===== src/rtl/exe_wb_stage_pkg.sv =====
// Shared widths and operand-source encoding for the EXE->WB writeback/bypass slice.
package exe_wb_stage_pkg;

    localparam int DSIZE = 16;
    localparam int ASIZE = 4;

    typedef enum logic [1:0] {
        FWD_RF  = 2'd0,
        FWD_WB  = 2'd1,
        FWD_EXE = 2'd2
    } fwd_sel_e;

endpackage


===== src/rtl/exe_wb_stage_fwd_mux.sv =====
// Operand bypass select: the younger EXE result wins over WB, which wins over the regfile.
module fwd_mux #(
    parameter int DSIZE = 16,
    parameter int ASIZE = 4
) (
    input  logic             ex_wr,
    input  logic [ASIZE-1:0] ex_waddr,
    input  logic [DSIZE-1:0] ex_result,
    input  logic             wb_valid,
    input  logic [ASIZE-1:0] wb_waddr,
    input  logic [DSIZE-1:0] wb_wdata,
    input  logic [ASIZE-1:0] raddr,
    input  logic [DSIZE-1:0] rf_rdata,
    output logic [DSIZE-1:0] rdata,
    output logic [1:0]       sel
);
    import exe_wb_stage_pkg::*;

    fwd_sel_e sel_e;

    // WB stays a valid source after its write commits, until the regfile read catches up
    always_comb begin
        sel_e = FWD_RF;
        rdata = rf_rdata;
        if (ex_wr && (ex_waddr == raddr)) begin
            sel_e = FWD_EXE;
            rdata = ex_result;
        end else if (wb_valid && (wb_waddr == raddr)) begin
            sel_e = FWD_WB;
            rdata = wb_wdata;
        end
    end

    assign sel = sel_e;

endmodule


===== src/rtl/exe_wb_stage.sv =====
// EXE->WB pipeline register with single-shot regfile write, operand bypass and retire counter.
module exe_wb_stage #(
    parameter int DSIZE = exe_wb_stage_pkg::DSIZE,
    parameter int ASIZE = exe_wb_stage_pkg::ASIZE,
    parameter int CNTW  = 16
) (
    input  logic             clk,
    input  logic             rst,
    input  logic             ex_valid,
    input  logic             ex_wen,
    input  logic [ASIZE-1:0] ex_waddr,
    input  logic [DSIZE-1:0] ex_result,
    input  logic             stall,
    input  logic             flush,
    input  logic [ASIZE-1:0] id_raddr1,
    input  logic [ASIZE-1:0] id_raddr2,
    input  logic [DSIZE-1:0] rf_rdata1,
    input  logic [DSIZE-1:0] rf_rdata2,
    output logic             wb_wen,
    output logic [ASIZE-1:0] wb_waddr,
    output logic [DSIZE-1:0] wb_wdata,
    output logic             wb_valid,
    output logic [DSIZE-1:0] fwd_rdata1,
    output logic [DSIZE-1:0] fwd_rdata2,
    output logic [1:0]       fwd_sel1,
    output logic [1:0]       fwd_sel2,
    output logic [CNTW-1:0]  retire_cnt
);
    logic             wb_valid_q, wb_valid_d;
    logic [ASIZE-1:0] wb_waddr_q, wb_waddr_d;
    logic [DSIZE-1:0] wb_wdata_q, wb_wdata_d;
    logic             done_q, done_d;
    logic [CNTW-1:0]  retire_cnt_q, retire_cnt_d;
    logic             ex_wr;

    assign ex_wr  = ex_valid & ex_wen;
    // done marks an instruction already written while stalled, so it writes only once
    assign wb_wen = wb_valid_q & ~done_q;

    always_comb begin
        wb_valid_d   = wb_valid_q;
        wb_waddr_d   = wb_waddr_q;
        wb_wdata_d   = wb_wdata_q;
        done_d       = done_q;
        retire_cnt_d = retire_cnt_q + CNTW'(wb_wen);
        if (flush) begin
            wb_valid_d = 1'b0;
            done_d     = 1'b0;
        end else if (stall) begin
            done_d = wb_wen | done_q;
        end else begin
            wb_valid_d = ex_wr;
            wb_waddr_d = ex_waddr;
            wb_wdata_d = ex_result;
            done_d     = 1'b0;
        end
    end

    always_ff @(posedge clk or negedge rst) begin
        if (!rst) begin
            wb_valid_q   <= 1'b0;
            wb_waddr_q   <= '0;
            wb_wdata_q   <= '0;
            done_q       <= 1'b0;
            retire_cnt_q <= '0;
        end else begin
            wb_valid_q   <= wb_valid_d;
            wb_waddr_q   <= wb_waddr_d;
            wb_wdata_q   <= wb_wdata_d;
            done_q       <= done_d;
            retire_cnt_q <= retire_cnt_d;
        end
    end

    assign wb_valid   = wb_valid_q;
    assign wb_waddr   = wb_waddr_q;
    assign wb_wdata   = wb_wdata_q;
    assign retire_cnt = retire_cnt_q;

    fwd_mux #(.DSIZE(DSIZE), .ASIZE(ASIZE)) u_fwd1 (
        .ex_wr    (ex_wr),
        .ex_waddr (ex_waddr),
        .ex_result(ex_result),
        .wb_valid (wb_valid_q),
        .wb_waddr (wb_waddr_q),
        .wb_wdata (wb_wdata_q),
        .raddr    (id_raddr1),
        .rf_rdata (rf_rdata1),
        .rdata    (fwd_rdata1),
        .sel      (fwd_sel1)
    );

    fwd_mux #(.DSIZE(DSIZE), .ASIZE(ASIZE)) u_fwd2 (
        .ex_wr    (ex_wr),
        .ex_waddr (ex_waddr),
        .ex_result(ex_result),
        .wb_valid (wb_valid_q),
        .wb_waddr (wb_waddr_q),
        .wb_wdata (wb_wdata_q),
        .raddr    (id_raddr2),
        .rf_rdata (rf_rdata2),
        .rdata    (fwd_rdata2),
        .sel      (fwd_sel2)
    );

endmodule

===== config.mk =====
export PLATFORM = sky130hd
export DESIGN_NAME = exe_wb_stage
export DESIGN_NICKNAME = d
export VERILOG_FILES = /design/src/rtl/exe_wb_stage_pkg.sv /design/src/rtl/exe_wb_stage_fwd_mux.sv /design/src/rtl/exe_wb_stage.sv
export SDC_FILE = /design/constraint.sdc
export NUM_CORES = 1
export LEC_CHECK = 0
export BUFFER_PORTS_ARGS = -buffer_cell sky130_fd_sc_hd__buf_2
export CORE_AREA = 2 2 84 86
export CTS_BUF_LIST = sky130_fd_sc_hd__clkbuf_8
export DETAILED_ROUTE_END_ITERATION = 16
export DIE_AREA = 0 0 86 88
export PLACE_DENSITY = 0.77
export SLEW_MARGIN = 20
export SYNTH_ARGS = -nofsm -noshare
export SYNTH_HDL_FRONTEND = slang
export SYNTH_HIERARCHICAL = 1
export SYNTH_SLANG_ARGS = --single-unit

===== constraint.sdc =====
create_clock -name clk -period 1.5 [get_ports clk]
set_input_delay 0.075 -clock clk [delete_from_list [all_inputs] [get_ports clk]]
set_output_delay 0.075 -clock clk [all_outputs]
set_load 0.03 [all_outputs]

==> results.py, run 1 <==
metrics = {
    "status": {
        "outcome": "complete, but fails checks",
        "violations": "negative setup slack",
    },
    "logic_synthesis": {
        "synth_top_area_cell": "dfrtp_1",
        "synth_top_area_share_pct": 34.37,
        "yosysMostFrequentCell": "dfrtp_1",
        "syn-instance-count": 290,
        "syn_area_um2": 2766,
        "ys_warn_count": 6,
        "synth_nets": 359,
        "synthTopCellsByArea": "dfrtp_1 34%, a31oi_2 9.0%, mux2_2 8.1%",
        "synth_top_cells_by_count": "38 x dfrtp_1, 36 x nand4_1, 35 x nor3_1, 24 x xnor2_1",
        "async_flop_share_pct": 100.0,
        "synth_edf_count": 0,
        "ys_seq_area_share_pct": 34.37,
        "syn_area_per_cell_um2": 9.539,
        "ys.flop_type": "dfrtp_1",
        "ys_types": 34,
        "ys_ff_latch": 38,
    },
    "global_routing": {
        "grt_max_degree": 26,
        "antenna_found_initial": 0,
        "grt_pass1_wl_um": 16430,
        "overflow": 0,
        "track_usage_pct": 27.74,
        "grt_pass1_vias": 3216,
    },
    "setup_path": {
        "max_stage_delay_ns": 0.45,
        "cp_top_family": "flip-flops",
        "worstSetupStartpointType": "flop",
        "worstPathArrival_ns": 1.85,
        "r2r_setup_slack_ns": -0.05,
        "r2r-start": "done_q",
        "cp.depth": 6,
        "r2r_end": "retire_cnt[14]",
        "rr_worst_depth": 6,
        "critPathLaunch": "wb_waddr[0]",
        "crit_end": "fwd_rdata1[15]",
        "crit_type": "reg -> out",
        "cp_max_fo": 6,
        "crit_top_cell": "buf_6",
        "endpoint_kind": "primary output",
        "cp.required_ns": 1.42,
        "path_buf_inv": 2,
        "worstPathCellList": "xnor2_2, and3_4, buf_6, nand4_1, a31oi_4, buf_6",
        "slowest_stage": "dfrtp_2",
    },
    "placement": {
        "dpl.hpwl_um": 7645,
        "place_congestion": 0.9220,
        "dp.cells": 528,
        "place_area_um2": 4310,
        "port_buffers": 139,
    },
    "floorplanning": {
        "die_w_um": 86,
        "ios": 140,
        "core_um2": 6644,
        "std_cell_rows": 30,
        "dieArea_um2": 7568,
        "die_y_um": 88,
        "start_util_pct": 41.64,
    },
    "sta": {
        "finalHoldViolations": 0,
        "fmax_mhz": 519.0,
        "rsz0062_at_grt": "yes",
        "finalCritPeriodShare_pct": 128.4,
        "slew_viol_final": 0,
        "setup_tns_ns": -12.23,
        "fin_ws_ns": -0.4267,
        "min_period_ns": 1.927,
        "setup_viol": 38,
        "worstMarginPinSlew_ns": 0.6094,
        "fin_skew_ns": 0.009332,
        "max_slew_margin_pct": 59.37,
    },
    "clock_network": {
        "clock_latency_ns": 0.30,
        "cts_max_path_buffers": 2,
        "cts_num_sinks": 38,
        "clock_tree.root_cell": "clkbuf_8",
        "path_clk_slew_ns": 0.08,
        "htree_levels": 2,
        "cts_buffers": 5,
        "tritoncts": "done",
    },
    "drt": {
        "drtPass1Iterations": 4,
        "totalWireLength_um": 10850,
        "dr.first_iter.drc_count": 147,
        "vias": 3237,
        "wl_per_cell_um": 19.73,
        "via_per_inst": 5.885,
        "ant_nets": 0,
        "drcViolationCount": 0,
    },
    "layout": {
        "areaGrowthSynthToFinish_pct": 81.59,
        "seq_area_um2": 957.2,
        "fillers": 440,
        "drive_gt1_share_pct": 69.15,
        "final_nets": 538,
        "antennaDiodeCount": 0,
        "multi_input_area_um2": 2362,
        "fin_cells": 550,
        "fin_area_um2": 5024,
    },
    "power_and_ir_drop": {
        "peakVddDrop_v": 0.0007162,
        "leakagePower_nw": 2.098,
        "power_density_nw_per_um2": 865.9,
    },
    "worst_hold_path": {
        "min_path_type": "in -> reg",
    },
    "run": {
        "maxCapViolCount": 0,
    },
}
[metrics by stage]
step	utilization (%)	hold WS [ns]	setup WS (ns)	power, mW
detailed placement	64.88	0.1093	-0.1433	2.991
finish	75.61	0.05042	-0.4267	4.350
global placement	64.88	0.1039	-0.08673	2.955
global route	75.61	0.04513	-0.4919	4.535
floorplan	-	-0.2206	-0.2555	2.403
CTS	72.66	0.05027	-0.3603	4.227
[how the worst min path moves through the flow]
stage / startpoint / to / slack [ns] / depth (start not counted)
after floorplan: rst / done_q / -0.22 / 0
final: ex_result[0] / wb_wdata[0] / 0.05 / 2
after global routing: ex_result[0] / wb_wdata[0] / 0.05 / 2
after CTS: ex_result[11] / wb_wdata[11] / 0.05 / 2
after global placement: rst / wb_wdata[10] / 0.10 / 1
after detailed placement: rst / wb_wdata[10] / 0.11 / 1
[metal layers]
metal	vias up	GRT usage (%)	part of all wire [%]	wire, µm
met4	0	6.782	1.3	137
met2	178	47.22	51	5491
met5	-	0	0	0
met3	13	4.524	7.4	798
li1	1487	-	-	-
met1	1559	37.01	41	4425
[cell families after synthesis]
| logic type | Yosys count | synth area share [%] |
|---|---|---|
| AO/OA/AOI/OAI | 65 | 17.73 |
| XOR/XNOR | 30 | 10.04 |
| adder cells (fa/ha/maj) | 3 | 1.357 |
| buffers and inverters | 27 | 5.382 |
| flip-flops | 38 | 34.37 |
| multiplexers | 20 | 8.141 |
| AND/OR/NAND/NOR | 107 | 22.98 |
[sequential cells by signal, indices dropped and copies added, names as in the netlist]
name        cells
wb_waddr        4
wb_valid        1
retire_cnt     16
done_q          1
wb_wdata       16
[report_power, final]
| part | internal (mW) | switching [mW] | leakage (nW) |
|---|---|---|---|
| clock | 0.667 | 0.390 | 0.0683 |
| sequential | 1.16 | 0.216 | 0.474 |
| combinational | 0.811 | 1.10 | 1.56 |
[cells in the final DEF (no fill, tap or decap), types with 8 or more instances in the layout]
master,n
dfrtp_1,33
buf_4,40
buf_6,42
buf_2,105
a31oi_4,32
nor3_1,32
mux2_2,20
xnor2_2,8
nand4_1,36
o21ai_2,26
xnor2_1,16
[cell type report]
class                   count  area share, %
repair buffers            196          29.04
clock inverters             3          1.370
flip-flops and latches     38          19.05
inverters                   2         0.1494
clock buffers               5          1.370
multi-input cells         226          47.02
well taps                  80          1.993
[timing repair]
action	CTS	global route
endpoints found under the setup margin	36	47
buffers inserted	1	9
endpoints found under the hold margin	25	0
cloned	1	1
pin swaps	20	13
hold buffers	2	0
gates resized for setup	114	23
Note: power is estimated with default switching activity, not from simulation.
==> inputs of run 2 (changes only) <==
--- a/config.mk
+++ b/config.mk
@@ -6,11 +6,13 @@
 export NUM_CORES = 1
 export LEC_CHECK = 0
 export BUFFER_PORTS_ARGS = -buffer_cell sky130_fd_sc_hd__buf_2
+export CAP_MARGIN = 20
 export CORE_AREA = 2 2 84 86
 export CTS_BUF_LIST = sky130_fd_sc_hd__clkbuf_8
 export DETAILED_ROUTE_END_ITERATION = 16
 export DIE_AREA = 0 0 86 88
 export PLACE_DENSITY = 0.77
+export SKIP_LAST_GASP = 1
 export SLEW_MARGIN = 20
 export SYNTH_ARGS = -nofsm -noshare
 export SYNTH_HDL_FRONTEND = slang
==> run 2 against run 1 <==
Against the previous run:
- the flow still finishes with violations (negative setup slack)
- global-route usage is 0.12 points lower
- power rose by 0.29%
- register-to-register slack worse by 0.05 ns
- sequential share of layout area is essentially flat
- first-iteration DRC count rose by 60%
- critical path type unchanged
- worst setup slack got worse by 0.025 ns
- via count rose by 2.9%
==> results.py, run 2 (synthesis gave the netlist of run 1 again) <==
metrics = {
    "layout": {
        "fin_area_um2": 5015,
        "fin_cells": 550,
        "antennaDiodeCount": 0,
        "finish.utilization_pct": 75.48,
        "layout_common_cells": "105 x buf_2, 42 x buf_6, 40 x buf_4",
        "final_nets": 538,
        "fillers": 431,
        "areaGrowthSynthToFinish_pct": 81.28,
        "drive_gt1_share_pct": 68.72,
        "final_common_cell": "buf_2",
    },
    "placement": {
        "dp.cells": 528,
        "dpl.hpwl_um": 7645,
        "place_congestion": 0.9220,
        "port_buffers": 139,
        "place_area_um2": 4310,
    },
    "setup_path": {
        "r2r_setup_slack_ns": -0.10,
        "r2r_end": "retire_cnt[8]",
        "r2r-start": "done_q",
        "cp_top_family": "buffers and inverters",
        "max_stage_delay_ns": 0.45,
        "cp.required_ns": 1.42,
        "cp_max_fo": 6,
        "endpoint_kind": "primary output",
        "worstPathArrival_ns": 1.88,
        "worstSetupStartpointType": "flop",
        "rr_worst_depth": 6,
        "path_buf_inv": 3,
        "slowest_stage": "dfrtp_2",
        "crit_top_cell": "buf_4",
        "crit_type": "reg -> out",
        "worstPathCellList": "xnor2_2, nand3_1, buf_4, o21ai_1, buf_4, a31oi_4, buf_6",
    },
    "global_routing": {
        "grt_max_degree": 26,
        "grt_pass1_vias": 3234,
        "overflow": 0,
        "grt_pass1_wl_um": 16410,
        "antenna_found_initial": 0,
        "track_usage_pct": 27.62,
    },
    "sta": {
        "worstMarginPinSlew_ns": 0.6105,
        "rsz0062_at_grt": "yes",
        "fin_skew_ns": 0.009697,
        "max_slew_margin_pct": 59.30,
        "finalHoldViolations": 0,
        "setup_tns_ns": -11.91,
        "finalCritPeriodShare_pct": 130.1,
        "min_period_ns": 1.951,
        "slew_viol_final": 0,
        "fmax_mhz": 512.5,
        "fin_ws_ns": -0.4513,
        "setup_viol": 39,
    },
    "drt": {
        "via_per_inst": 6.055,
        "drcViolationCount": 0,
        "ant_nets": 0,
        "drtPass1Iterations": 4,
        "totalWireLength_um": 11370,
        "vias": 3330,
        "dr.first_iter.drc_count": 235,
        "wl_per_cell_um": 20.67,
    },
    "status": {
        "violations": "negative setup slack",
        "outcome": "complete, but fails checks",
    },
    "floorplanning": {
        "std_cell_rows": 30,
        "die_w_um": 86,
        "dieArea_um2": 7568,
        "ios": 140,
        "die_y_um": 88,
        "core_um2": 6644,
        "start_util_pct": 41.64,
    },
    "clock_network": {
        "htree_levels": 2,
        "tritoncts": "done",
        "clock_latency_ns": 0.30,
        "cts_buffers": 5,
        "clock_tree.root_cell": "clkbuf_8",
        "cts_max_path_buffers": 2,
        "path_clk_slew_ns": 0.08,
        "cts_num_sinks": 38,
    },
    "run": {
        "maxCapViolCount": 0,
    },
    "worst_hold_path": {
        "min_path_type": "in -> reg",
        "whs_endpoint": "wb_wdata[13]",
        "min_delay_path_depth": 2,
        "min_from": "ex_result[13]",
    },
    "power_and_ir_drop": {
        "leakagePower_nw": 2.096,
        "power_density_nw_per_um2": 869.9,
        "peakVddDrop_v": 0.0006985,
    },
}
run 2: area by class of cell:
class / instances / area, µm² / area share [%]
repair buffers: 196 / 1459 / 29.09
inverters: 2 / 7.507 / 0.1497
multi-input cells: 226 / 2354 / 46.93
clock buffers: 5 / 68.82 / 1.372
clock inverters: 3 / 68.82 / 1.372
well taps: 80 / 100.1 / 1.996
flip-flops and latches: 38 / 957.2 / 19.09
run 2: how the worst max path moves through the flow:
stage                startpoint             end  slack (ns)  cells after the start
global route        wb_waddr[3]   fwd_rdata1[1]       -0.53                      7
global placement    wb_waddr[1]   fwd_rdata1[8]       -0.09                      6
CTS                 wb_waddr[2]  fwd_rdata2[15]       -0.36                      6
detailed placement  wb_waddr[2]  fwd_rdata2[15]       -0.14                      6
finish              wb_waddr[0]   fwd_rdata1[3]       -0.45                      7
floorplan              wb_valid   retire_cnt[8]       -0.26                      6
run 2: layer usage:
layer,track usage [%],wire length (µm),vias to the layer above
met3,4.713,809,16
met5,0,0,-
met1,36.25,4660,1649
li1,-,-,1482
met2,47.71,5769,183
met4,6.494,129,0
run 2: per-stage QoR:
step                      power, mW  setup slack (ns)  hold WS, ns
after floorplan               2.403           -0.2555      -0.2206
after global placement        2.955          -0.08673       0.1039
after detailed placement      2.991           -0.1433       0.1093
after CTS                     4.219           -0.3610      0.05027
after global routing          4.536           -0.5295      0.04908
final                         4.362           -0.4513      0.05913
run 2: repair_timing:
| action | in CTS | in global routing |
|---|---|---|
| resized for setup | 111 | 23 |
| setup buffers | 1 | 9 |
| pin swaps | 20 | 10 |
| endpoints found under the hold margin | 25 | 0 |
| cloned | 1 | 1 |
| setup endpoints to repair | 36 | 47 |
| hold buffers | 2 | 0 |
run 2: where the power goes:
part / switching (mW) / internal, mW
registers: 0.216 / 1.16
logic: 1.11 / 0.809
clock network: 0.400 / 0.667
total: 1.72 / 2.64
run 2: worst register-to-register path, cell delays in order, from the launching register on:
cell and delay (ns):
dfrtp_1 0.42, nor2b_4 0.17, ha_4 0.17, ha_4 0.12, and4_4 0.27, nand4_1 0.12
xnor2_1 0.24
